<file path="src/rtl/des_pkg.sv">
// des_pkg: shared definitions for the serial DES S-box datapath.
//   SBOX        - eight DES S-box tables, [sel][row] gives a 64-bit row of
//                 sixteen 4-bit entries, column 0 in the top nibble
//   sbox_entry  - pulls one 4-bit entry out of SBOX by (sel, row, col)
//   seq_state_e - sequencer FSM states
package des_pkg;

  localparam int SBOX_COUNT = 8;
  localparam int SBOX_IN_W  = 6;
  localparam int SBOX_OUT_W = 4;

  typedef enum logic [1:0] {
    S_IDLE,
    S_LOOKUP,
    S_DRAIN,
    S_DONE
  } seq_state_e;

  // Rows are written left to right as column 0..15, one hex digit per entry.
  localparam logic [63:0] SBOX [SBOX_COUNT][4] = '{
    '{64'hE4D12FB83A6C5907, 64'h0F74E2D1A6CB9538,
      64'h41E8D62BFC973A50, 64'hFC8249175B3EA06D},
    '{64'hF18E6B34972DC05A, 64'h3D47F28EC01A69B5,
      64'h0E7BA4D158C6932F, 64'hD8A13F42B67C05E9},
    '{64'hA09E63F51DC7B428, 64'hD70934A6285ECBF1,
      64'hD6498F30B12C5AE7, 64'h1AD069874FE3B52C},
    '{64'h7DE3069A1285BC4F, 64'hD8B56F03472C1AE9,
      64'hA690CB7DF13E5284, 64'h3F06A1D8945BC72E},
    '{64'h2C417AB6853FD0E9, 64'hEB2C47D150FA3986,
      64'h421BAD78F9C5630E, 64'hB8C71E2D6F09A453},
    '{64'hC1AF92680D34E75B, 64'hAF427C9561DE0B38,
      64'h9EF528C3704A1DB6, 64'h432C95FABE17608D},
    '{64'h4B2EF08D3C975A61, 64'hD0B7491AE35C2F86,
      64'h14BDC37EAF680592, 64'h6BD814A7950FE23C},
    '{64'hD2846FB1A93E50C7, 64'h1FD8A374C56B0E92,
      64'h7B419CE206ADF358, 64'h21E74A8DFC90356B}
  };

  function automatic logic [3:0] sbox_entry(input logic [2:0] sel,
                                            input logic [1:0] row,
                                            input logic [3:0] col);
    logic [63:0] line;
    line = SBOX[sel][row];
    // column 0 sits in the top nibble, so bit offset is 4*(15-col)
    return line[{~col, 2'b00} +: 4];
  endfunction

endpackage

</file>
<file path="src/rtl/des_sbox_sequencer_if.sv">
// des_sbox_sequencer_if: valid/ready stream of W-bit words.
//   valid, data - driven by the producer (master)
//   ready       - driven by the consumer (slave)
interface des_sbox_sequencer_if #(parameter int W = 32) ();
  logic         valid;
  logic         ready;
  logic [W-1:0] data;

  modport master (output valid, output data, input  ready);
  modport slave  (input  valid, input  data, output ready);
endinterface

</file>
<file path="src/rtl/des_sbox_rom.sv">
// des_sbox_rom: single shared S-box lookup.
//   clk, rst_n - used only when REG_ROM=1
//   sel        - which S-box (0 = S1 .. 7 = S8)
//   addr       - 6-bit S-box input; row = {addr[5], addr[0]}, col = addr[4:1]
//   dout       - 4-bit S-box output, combinational or one cycle late
module des_sbox_rom
  import des_pkg::*;
#(
  parameter bit REG_ROM = 1'b0
) (
  input  logic                  clk,
  input  logic                  rst_n,
  input  logic [2:0]            sel,
  input  logic [SBOX_IN_W-1:0]  addr,
  output logic [SBOX_OUT_W-1:0] dout
);

  logic [SBOX_OUT_W-1:0] lut;

  assign lut = sbox_entry(sel, {addr[5], addr[0]}, addr[4:1]);

  generate
    if (REG_ROM) begin : g_reg
      always_ff @(posedge clk or negedge rst_n) begin
        if (!rst_n) dout <= '0;
        else        dout <= lut;
      end
    end else begin : g_comb
      logic unused_clk_rst;
      assign unused_clk_rst = clk ^ rst_n;
      assign dout = lut;
    end
  endgenerate

endmodule

</file>
<file path="src/rtl/des_sbox_sequencer.sv">
// des_sbox_sequencer: runs the eight S-box substitutions of a DES round
// through one shared lookup, one S-box per cycle.
//   clk, rst_n - clock, async active-low reset
//   in_if      - 48-bit post-XOR word in (S1 in [47:42] .. S8 in [5:0])
//   out_if     - 32-bit substitution result out (S1 in [31:28] .. S8 in [3:0])
//   busy       - high whenever not idle
// Only one word is in flight; a new word is taken only after the result
// has been handed off.
module des_sbox_sequencer
  import des_pkg::*;
#(
  parameter bit REG_ROM = 1'b0
) (
  input  logic                   clk,
  input  logic                   rst_n,
  des_sbox_sequencer_if.slave    in_if,
  des_sbox_sequencer_if.master   out_if,
  output logic                   busy
);

  seq_state_e state, state_nxt;
  logic [2:0] idx, idx_nxt, idx_prev;

  // slot 7 holds S1 (the MSB chunk/nibble), so S-box idx lives in slot ~idx
  logic [SBOX_COUNT-1:0][SBOX_IN_W-1:0]  word, word_nxt;
  logic [SBOX_COUNT-1:0][SBOX_OUT_W-1:0] acc,  acc_nxt;

  logic [SBOX_IN_W-1:0]  rom_addr;
  logic [SBOX_OUT_W-1:0] rom_dout;

  assign rom_addr = word[~idx];
  assign idx_prev = idx - 3'd1;

  des_sbox_rom #(.REG_ROM(REG_ROM)) u_rom (
    .clk  (clk),
    .rst_n(rst_n),
    .sel  (idx),
    .addr (rom_addr),
    .dout (rom_dout)
  );

  always_ff @(posedge clk or negedge rst_n) begin
    if (!rst_n) begin
      state <= S_IDLE;
      idx   <= '0;
      word  <= '0;
      acc   <= '0;
    end else begin
      state <= state_nxt;
      idx   <= idx_nxt;
      word  <= word_nxt;
      acc   <= acc_nxt;
    end
  end

  always_comb begin
    state_nxt = state;
    idx_nxt   = idx;
    word_nxt  = word;
    acc_nxt   = acc;
    case (state)
      S_IDLE: begin
        if (in_if.valid) begin
          word_nxt  = in_if.data;
          idx_nxt   = '0;
          acc_nxt   = '0;
          state_nxt = S_LOOKUP;
        end
      end
      S_LOOKUP: begin
        // Registered lookup returns the previous cycle's S-box, so the
        // first cycle has nothing to write and S8 lands in DRAIN.
        if (!REG_ROM)            acc_nxt[~idx]      = rom_dout;
        else if (idx != 3'd0)    acc_nxt[~idx_prev] = rom_dout;
        if (idx == 3'(SBOX_COUNT - 1)) state_nxt = REG_ROM ? S_DRAIN : S_DONE;
        else                           idx_nxt   = idx + 3'd1;
      end
      S_DRAIN: begin
        acc_nxt[0] = rom_dout;
        state_nxt  = S_DONE;
      end
      S_DONE: begin
        if (out_if.ready) state_nxt = S_IDLE;
      end
      default: state_nxt = S_IDLE;
    endcase
  end

  assign in_if.ready  = (state == S_IDLE);
  assign out_if.valid = (state == S_DONE);
  assign out_if.data  = acc;
  assign busy         = (state != S_IDLE);

endmodule

</file>
<file path="src/flat_wrapper.sv">
// flat-port wrapper written by rule: the top's interface ports become plain ports
module des_sbox_sequencer_flat import des_pkg::*;
#(
  parameter bit REG_ROM = 1'b0
)
  (clk, rst_n, busy, in_if_valid, in_if_data, in_if_ready, out_if_valid, out_if_data, out_if_ready);
  des_sbox_sequencer_if #(.W(48)) in_if_i ();
  des_sbox_sequencer_if #(.W(32)) out_if_i ();
  input  logic clk;
  input  logic rst_n;
  output logic busy;
  input wire logic [$bits(in_if_i.valid)-1:0] in_if_valid;
  input wire logic [$bits(in_if_i.data)-1:0] in_if_data;
  output wire logic [$bits(in_if_i.ready)-1:0] in_if_ready;
  output wire logic [$bits(out_if_i.valid)-1:0] out_if_valid;
  output wire logic [$bits(out_if_i.data)-1:0] out_if_data;
  input wire logic [$bits(out_if_i.ready)-1:0] out_if_ready;
  assign in_if_i.valid = in_if_valid;
  assign in_if_i.data = in_if_data;
  assign in_if_ready = in_if_i.ready;
  assign out_if_valid = out_if_i.valid;
  assign out_if_data = out_if_i.data;
  assign out_if_i.ready = out_if_ready;
  des_sbox_sequencer #(.REG_ROM(REG_ROM)) u_core (.clk(clk), .rst_n(rst_n), .in_if(in_if_i), .out_if(out_if_i), .busy(busy));
endmodule
</file>
<file path="config.mk">
export PLATFORM = sky130hd
export DESIGN_NAME = des_sbox_sequencer_flat
export DESIGN_NICKNAME = d
export VERILOG_FILES = /design/src/rtl/des_pkg.sv /design/src/rtl/des_sbox_sequencer_if.sv /design/src/rtl/des_sbox_rom.sv /design/src/rtl/des_sbox_sequencer.sv /design/src/flat_wrapper.sv
export SDC_FILE = /design/constraint.sdc
export NUM_CORES = 1
export LEC_CHECK = 0
export ABC_AREA = 1
export BUFFER_PORTS_ARGS = -buffer_cell sky130_fd_sc_hd__buf_2
export CAP_MARGIN = 20
export CORE_ASPECT_RATIO = 0.8
export CORE_MARGIN = 1
export CORE_UTILIZATION = 39
export DETAILED_ROUTE_END_ITERATION = 12
export PLACE_DENSITY = 0.55
export SLEW_MARGIN = 20
export SYNTH_ARGS = -nofsm -noshare
export SYNTH_HDL_FRONTEND = slang
export SYNTH_SLANG_ARGS = --single-unit
</file>
<file path="constraint.sdc">
create_clock -name clk -period 3.9 [get_ports clk]
set_input_delay 1.17 -clock clk [delete_from_list [all_inputs] [get_ports clk]]
set_output_delay 1.17 -clock clk [all_outputs]
set_load 0.03 [all_outputs]
</file>
## After elaboration in Yosys (flattened, before gate mapping)

Memory sizes are Yosys's and may differ from the RTL's.
Index checks and enable logic that the tools add are counted.

- Bits in registers: 85
- ROM bits: 2048
- Output and inout bits: 35
- Word-level logic and storage cells: 67
- Memories kept: 1

Memory list:

| memory | words | width | rd ports | clocked after memory_dff | write ports | RTL line | RTL |
|---|---|---|---|---|---|---|---|
| (name not given) | 8 | 256 | 1 | 0 | 0 | des_pkg.sv:43 | `line = SBOX[sel][row];` |

- $add $sub $neg: 1
- Order comparisons: 4
- Eq/ne operators: 8
- Shifts and indexed selects: 1
- Muxes and demuxes: 20
- Bitwise logic cells: 4
- Reductions and logical operators: 10

Operators with widths:

| kind | count |
|---|---|
| $mux W256 | 2 |
| $bmux W64 S2 | 1 |
| $mux W64 | 2 |
| $shiftx A64 B7 Y4 | 1 |
| $pmux W28 S2 | 1 |
| $bwmux W32 | 1 |
| $mux W32 | 1 |
| $bmux W6 S3 | 1 |
| $demux W4 S3 | 1 |
| $pmux W4 S3 | 1 |
| $pmux W2 S4 | 1 |
| $mux W2 | 3 |
| $mux W3 | 2 |
| $mux W6 | 1 |
| $pmux W3 S2 | 1 |
| $reduce_and A2 Y1 | 3 |
| $reduce_and A3 Y1 | 2 |
| $eq A2 B2 Y1 const B | 2 |
| $ge A4 B4 Y1 const B | 1 |
| $lt A3 B4 Y1 const B | 1 |
| $mux W4 | 1 |
| $ne A2 B1 Y1 const B | 2 |
| $ne A2 B2 Y1 const B | 2 |
| $not A3 Y4 | 1 |
| 12 further kinds | 13 |

## Depth between registers and ports, before layout

Gate-level depths: netlist of the first run.

- Depth in word-level cells: 10
- Mapped depth: 21
- Mapped depth without buffers: 20

## Hierarchy

From an unflattened synthesis of the first run, not the netlist that was laid out.

- Cells, all modules: 1139
- Area, all modules: 7239.4 sq um

Modules (own cells, without submodules):

| module | instances | cells each | area each (sq um) | sequential area each (sq um) |
|---|---|---|---|---|
| des_sbox_sequencer | 1 | 464 | 4141.5 | 2127.0 |
| des_sbox_rom | 1 | 675 | 3098.0 | 0.0 |

## Worst setup path after synthesis of the first run

Ideal clock, no wire load.

- Path kind: reg-to-reg
- Start point: register u_core.idx[0]
- End point: register u_core.acc, in the netlist u_core.out_if.data[0]
- Library setup time: 0.117 ns
- Arrival: 2.512 ns
- Slack: 1.272 ns
- Stages on the path, launching flop included: 20
- Buffers on the path: 2
- Period minus slack after synthesis: 2.628 ns
- Path through: dfrtp_1 > inv_2 > buf_6 > buf_2 > ha_1 > nand2_1 > inv_1 > nand3_1 > nand2_1 > nand2_1 > nand3_1 > nand3_1 > nand2_1 > nand2_1 > nand3_1 > nand3_2 > nand2_2 > nand2_1 > nand2_1 > nand2_1

- Word-level cells in the longest chain between the ends: 10
- Elaborated cells between the ends (all ways): 20

Ends and longest elaborated chain:

| element | RTL line | RTL |
|---|---|---|
| from (decl) | des_sbox_sequencer.sv:22 | `logic [2:0] idx, idx_nxt, idx_prev;` |
| from (signal assigned) | des_sbox_sequencer.sv:50 | `idx <= idx_nxt;` |
| $not A3 Y4 (implied by the code) / $not A3 Y3 (equally long branches) | des_pkg.sv:43, des_sbox_sequencer.sv:31, des_sbox_sequencer.sv:73 |  |
| $mem_v2 Z8 W256 / $bmux W6 S3 (equally long branches) | - |  |
| $mux W256 (implied by the code) / $mux W6 (equally long branches) | des_pkg.sv:43, des_sbox_sequencer.sv:31 |  |
| $mux W256 (implied by the code) / $not A2 Y3 (equally long branches) | des_pkg.sv:43 |  |
| $bmux W64 S2 | des_pkg.sv:43 |  |
| $mux W64 (implied by the code) (2 in a row) | des_pkg.sv:43 |  |
| $shiftx A64 B7 Y4 | des_pkg.sv:45 | `return line[{~col, 2'b00} +: 4];` |
| $bwmux W32 | des_sbox_sequencer.sv:73 | `if (!REG_ROM) acc_nxt[~idx] = rom_dout;` |
| $pmux W4 S3 (*) | des_sbox_sequencer.sv:61 | `case (state)` |
| to (signal assigned) | des_sbox_sequencer.sv:52 | `acc <= acc_nxt;` |
| to (decl) | des_sbox_sequencer.sv:26 | `logic [SBOX_COUNT-1:0][SBOX_OUT_W-1:0] acc, acc_nxt;` |

Every way passes the cells marked *; elsewhere a longest branch is shown, timed or not. The select of a mux whose other input is x is not followed.
A chain may end at the register's enable or synchronous reset.

## Worst setup path in the final report of the first run

Same ends and word-level chain as after synthesis.

==> results of run 1 <==
==> cells in the mapped netlist (all sizes together) <==
master and count:
nand3 276, o211ai 2, mux2 40, o21ai 50
a21boi 1, nand2 378, inv 75, or2 2
dfrtp 85, nand4 8, clkbuf 7, buf 56
nor2 80, ha 21, o221ai 7, a21oi 17
nand3b 5
==> state kept, by name, summed over array words and instances (netlist names) <==
register	cells
u_core.word	48
u_core.out_if.data	32
u_core.idx	3
u_core.state	2
==> critical path, cell delays in order (launching register included) <==
cell and delay, ps:
sky130_fd_sc_hd__dfrtp_1 360, sky130_fd_sc_hd__buf_4 410, sky130_fd_sc_hd__nand2_1 90, sky130_fd_sc_hd__nand2_1 130
sky130_fd_sc_hd__nand2_4 80, sky130_fd_sc_hd__nand2_4 130, sky130_fd_sc_hd__nand2_4 80, sky130_fd_sc_hd__nand2_4 380
sky130_fd_sc_hd__buf_4 290, sky130_fd_sc_hd__o21ai_1 200, sky130_fd_sc_hd__nand3_1 120, sky130_fd_sc_hd__nand2_1 90
sky130_fd_sc_hd__nand3_1 140, sky130_fd_sc_hd__nand2_1 70, sky130_fd_sc_hd__nand2_1 70, sky130_fd_sc_hd__nand3_2 170
sky130_fd_sc_hd__nand2_2 170, sky130_fd_sc_hd__nand2_1 60, sky130_fd_sc_hd__nand2_1 50, sky130_fd_sc_hd__nand2_1 40
==> metrics by stage <==
step,instances,utilization,setup WS (ps)
2_1_floorplan,1110,-,1270
3_3_place_gp,1412,0.429,768
3_5_place_dp,1412,0.429,748
4_1_cts,1428,0.445,719
5_1_grt,1428,0.445,438
6_report,1428,0.445,636
==> kinds of logic (layout without fill, tap and decap cells) <==
kind of cell,count (synthesis),in the layout
AOI/OAI and AO/OA,77,77
adders and majority gates,21,21
buffers and inverters,138,203
DFF,85,85
muxes,40,40
and+or+nand+nor,749,749
==> final timing paths <==
check,start,to,slack [ps],cells past startpoint
setup / recovery,u_core.idx[0],u_core.out_if.data[0],640,19
hold / removal,u_core.out_if.data[10],u_core.out_if.data[10],480,2
setup reg to reg,u_core.idx[0],u_core.out_if.data[0],640,19
hold reg to reg,u_core.out_if.data[10],u_core.out_if.data[10],480,2
max in group asynchronous,rst_n,u_core.out_if.data[3],2330,2
min in group asynchronous,rst_n,u_core.out_if.data[26],840,1
==> layout make-up <==
cell class / count / area share
Clock buffer: 10 / 0.0295
Clock inverter: 6 / 0.00664
Inverter: 75 / 0.0347
Multi-Input combinational cell: 887 / 0.550
Sequential cell: 85 / 0.262
Tap cell: 253 / 0.0390
Timing Repair Buffer: 112 / 0.0775
==> layer usage <==
metal,track usage,up-vias
li1,-,3774
met1,0.441,3808
met2,0.456,454
met3,0.0567,98
met4,0.163,2
met5,0,-
==> flow_metrics.py, run 1 <==
metrics = {
    "clock_tree": {
        "postCtsResizedCells": 0,
        "clock-sinks": 85,
        "cts_made_buffers": 9,
        "max-clock-path-buffers": 2,
        "insertion_delay_to_the_later_sink_of_the_worst_skew_pair_ps": 360,
        "clock_tree.htree_level_count": 3,
        "cts.reportedPaths.clkPinSlew_ps": 70,
        "clock_tree.root_cell": "sky130_fd_sc_hd__clkbuf_16",
        "tritoncts": "built",
        "post-cts-setup-buffer-count": 0,
        "postCtsHoldBufs": 0,
    },
    "synthesis": {
        "synth.area.mux_share": 0.0620,
        "synth_area_um2": 7270,
        "ys_warn_count": 0,
        "synth_xor_xnor_area_share": 0,
        "post_synth_simple_gate_area": 0.452,
        "synthesized_area_per_cell_um2": 6.55,
        "synthesis.nets": 1183,
        "post-synth-top-area-fraction": 0.293,
        "synth_fa_ha_area_frac": 0.0361,
        "synth_top_cell_by_area": "sky130_fd_sc_hd__dfrtp_1",
        "synth-compound-area-share": 0.0630,
        "post_synth_inst_count": 1110,
        "largest_family_of_logic_cells_by_synthesized_area": "simple AND/OR/NAND/NOR gates",
        "ys_top_cells_by_area": "sky130_fd_sc_hd__dfrtp_1 (29%), sky130_fd_sc_hd__nand2_1 (19%), sky130_fd_sc_hd__nand3_1 (19%)",
        "flops_latches_synth": 85,
        "seq_area_frac_synth": 0.293,
        "netlist-cell-type-count": 28,
    },
    "timing": {
        "finalMaxSlewViolations": 0,
        "final_min_period_over_clock_period": 0.837,
        "fmax_mhz": 306,
        "setup_viol_count_final": 0,
        "tightest_slew_ps": 698,
        "hold_viol": 0,
        "slew_headroom": 0.535,
        "rsz_0062_raised_after_global_routing": "false",
        "whs_ps": 479,
        "fin_tns_setup_ps": 0,
        "finalClockSkew_ps": 12.9,
        "min_period_ps": 3260,
    },
    "grt": {
        "grt_use_total": 0.313,
        "antenna_found_initial": 1,
        "grt_start_max_net_pins": 57,
        "gr-total-overflow": 0,
        "via_count_of_the_first_global_routing_pass": 7739,
        "wire_length_of_the_first_global_routing_pass_um": 45200,
    },
    "final_layout": {
        "layout.cells.most_common": "sky130_fd_sc_hd__nand2_1",
        "final_cell_area_um2": 8110,
        "num-nets-final": 1243,
        "multi_input_comb_area_um2": 4460,
        "final_layout_size_suffix_gt1_frac": 0.171,
        "filler_cell_count": 1974,
        "most-common-layout-cells": "sky130_fd_sc_hd__nand2_1 (363), sky130_fd_sc_hd__nand3_1 (271), sky130_fd_sc_hd__buf_2 (85), sky130_fd_sc_hd__dfrtp_1 (85), sky130_fd_sc_hd__nor2_1 (79)",
        "num_antenna_cells": 0,
        "regArea_um2": 2130,
        "post_synthesis_to_final_layout_area_growth_pct": 11.5,
    },
    "detailed_routing": {
        "topRoutingLayerUsed": "met5",
        "totalWireLength_um": 29200,
        "detail_route.drc_violations": 0,
        "routed-wl-met3_um": 2670,
        "avgViaCountPerCell": 5.70,
        "first_pass_iters": 7,
        "drtAntennaViolNets": 0,
        "vias": 8136,
        "wirelength_met1_um": 13200,
        "first_iter_violations": 950,
        "detailed_routed_wire_length_on_met2_um": 11900,
        "detail_route.wl_per_cell_um": 20.4,
    },
    "die": {
        "placement_rows": 44,
        "floorplan.core_area_um2": 18200,
        "die-height_um": 124,
        "die-area_um2": 19200,
        "dieWidth_um": 155,
        "io_pins": 87,
        "floorplan.initialDensity": 0.399,
    },
    "worst_setup_path": {
        "timing.critical_path.fanout_max": 43,
        "crit_arrival_ps": 3510,
        "cp.required_ps": 4150,
        "crit_path_end_kind": "flip-flop",
        "critPathKind": "flip-flop to flip-flop",
        "timing.critical_path.from_type": "flip-flop",
    },
    "place": {
        "postPlaceCellArea_um2": 7820,
        "port-buffer-count": 86,
        "dp_hpwl_um": 21200,
        "routability_congestion": 1.02,
    },
    "flow_run": {
        "cap_viol_max_count": 0,
    },
    "min_path": {
        "worstHoldPathType": "flip-flop to flip-flop",
    },
    "outcome": {
        "run_status": "completed",
    },
}
Power of run 1 is left out: the tool's default activity adds up to more than one toggle a clock period on the data nets, which glitch-free logic cannot reach.
==> run 2, diff against run 1 <==
clock period = 3.2 ns   (was 3.9 ns; I/O delays follow)
==> run 2 against run 1 <==
Fmax up 11%. Routed wire length is 4.9% higher. Die area is the same. Via count increased by 0.63%. Cell area rose by 2.6%. First-iteration DRC count increased by 1.4%. Final cell count is 0.84% higher. Setup slack got worse by 370 ps. Clock-buffer cell count shrank 1. Critical path depth shrank 4. Critical path type unchanged.
==> flow_metrics.py, run 2 (synthesis results as in run 1) <==
metrics = {
    "outcome": {
        "run_status": "completed",
    },
    "final_layout": {
        "multi_input_comb_area_um2": 4470,
        "regMostFlops": "u_core.word",
        "most-common-layout-cells": "sky130_fd_sc_hd__nand2_1 (363), sky130_fd_sc_hd__nand3_1 (271), sky130_fd_sc_hd__buf_2 (85), sky130_fd_sc_hd__dfrtp_1 (85), sky130_fd_sc_hd__nor2_1 (79)",
        "regArea_um2": 2130,
        "num-nets-final": 1255,
        "num_antenna_cells": 0,
        "post_synthesis_to_final_layout_area_growth_pct": 14.4,
        "final-instance-count-excl-fill": 1440,
        "flip_flop_count_of_the_largest_register_after_layout": 48,
        "layout.cells.most_common": "sky130_fd_sc_hd__nand2_1",
        "final_layout_size_suffix_gt1_frac": 0.179,
        "filler_cell_count": 1957,
        "final_cell_area_um2": 8320,
    },
    "worst_setup_path": {
        "crit_arrival_ps": 3170,
        "timing.critical_path.buf_inv": 2,
        "critical_path.cell_chain": "inv_2, ha_1, nand2_1, inv_1, nand3_1, nand2_1, nand2_1, nand3_1, nand3_1, nand3_1, nand3_1, nand3_1, nand2_2, nand2_1, nand2_1",
        "timing.critical_path.from_type": "flip-flop",
        "reg2reg_path_depth": 15,
        "critical_path.most_common_cell": "sky130_fd_sc_hd__nand3_1",
        "reg2reg_from": "u_core.idx[1]",
        "path_delay_family": "simple AND/OR/NAND/NOR gates",
        "crit_path_end_kind": "flip-flop",
        "cp.required_ps": 3440,
        "critPathKind": "flip-flop to flip-flop",
        "reg2reg_to": "u_core.out_if.data[27]",
        "critPathMaxStageDelay_ps": 570,
        "cp_slowest_cell": "sky130_fd_sc_hd__ha_1",
        "timing.critical_path.fanout_max": 7,
        "worst-r2r-setup-slack_ps": 270,
    },
    "detailed_routing": {
        "avgViaCountPerCell": 5.69,
        "first_pass_iters": 6,
        "detail_route.wl_per_cell_um": 21.3,
        "vias": 8187,
        "detail_route.drc_violations": 0,
        "first_iter_violations": 963,
        "totalWireLength_um": 30600,
        "drtAntennaViolNets": 0,
    },
    "timing": {
        "rsz_0062_raised_after_global_routing": "false",
        "final_min_period_over_clock_period": 0.917,
        "whs_ps": 480,
        "fin_tns_setup_ps": 0,
        "slew_headroom": 0.558,
        "finalMaxSlewViolations": 0,
        "tightest_slew_ps": 658,
        "finalClockSkew_ps": 11.4,
        "min_period_ps": 2930,
        "setup_viol_count_final": 0,
        "hold_viol": 0,
        "fmax_mhz": 341,
    },
    "die": {
        "io_pins": 87,
        "dieWidth_um": 155,
        "die-area_um2": 19200,
        "floorplan.core_area_um2": 18200,
        "floorplan.initialDensity": 0.399,
        "die-height_um": 124,
        "placement_rows": 44,
    },
    "clock_tree": {
        "cts_made_buffers": 9,
        "insertion_delay_to_the_later_sink_of_the_worst_skew_pair_ps": 350,
        "postCtsHoldBufs": 0,
        "tritoncts": "built",
        "clock_tree.htree_level_count": 3,
        "cts.reportedPaths.clkPinSlew_ps": 70,
        "max-clock-path-buffers": 2,
        "clock_tree.root_cell": "sky130_fd_sc_hd__clkbuf_16",
        "clock-sinks": 85,
    },
    "place": {
        "postPlaceCellArea_um2": 7990,
        "port-buffer-count": 86,
        "placed_cells_incl_taps": 1424,
        "dp_hpwl_um": 22800,
        "routability_congestion": 1.07,
    },
    "grt": {
        "grt_use_total": 0.329,
        "antenna_found_initial": 0,
        "gr-total-overflow": 0,
        "wire_length_of_the_first_global_routing_pass_um": 46800,
        "via_count_of_the_first_global_routing_pass": 7727,
        "grt_start_max_net_pins": 59,
    },
    "min_path": {
        "worstHoldPathType": "flip-flop to flip-flop",
        "worst_hold_startpoint": "u_core.out_if.data[22]",
        "holdPathStages": 2,
        "hold-path-endpoint": "u_core.out_if.data[22]",
    },
    "flow_run": {
        "cap_viol_max_count": 0,
    },
}
==> run 2: routing by layer <==
metal  track usage  up-vias  wire, µm
li1              -     3811         -
met1         0.455     3823     13700
met2         0.476      463     12500
met3        0.0762       90      2990
met4         0.170        0      1490
met5             0        -         0
==> run 2: cell type report <==
class | count | share of cell area
timing repair buffer | 124 | 0.0969
inverter | 75 | 0.0338
clock buffer | 9 | 0.0271
tap | 253 | 0.0381
multi-input combinational | 887 | 0.537
clock inverter | 7 | 0.0111
sequential | 85 | 0.256
==> run 2: how the worst max path moves through the flow <==
stage / startpoint / endpoint / depth (start not counted)
2_1_floorplan: u_core.idx[0] / u_core.out_if.data[0] / 19
3_3_place_gp: u_core.idx[1] / u_core.out_if.data[23] / 15
3_5_place_dp: u_core.idx[0] / u_core.out_if.data[21] / 13
4_1_cts: u_core.idx[1] / u_core.out_if.data[30] / 16
5_1_grt: u_core.idx[1] / u_core.out_if.data[19] / 17
6_report: u_core.idx[1] / u_core.out_if.data[27] / 15
==> run 2: per-stage QoR <==
| stage | worst slack, ps | utilization |
|---|---|---|
| 6_report | 267 | 0.457 |
| 5_1_grt | 58.9 | 0.457 |
| 4_1_cts | 321 | 0.456 |
| 3_5_place_dp | 334 | 0.439 |
| 3_3_place_gp | 283 | 0.439 |
| 2_1_floorplan | 572 | - |
==> run 2: repair_timing <==
item                       in CTS  in global routing
resized for setup               0                  1
setup buffers                   0                  0
setup endpoints to repair       0                  3
==> run 2: worst min-delay path, delay by kind of cell (launching register included) <==
family | cells | cell delay, ps
flops | 1 | 340
simple gates | 2 | 110
Power of run 2 is left out for the same reason.
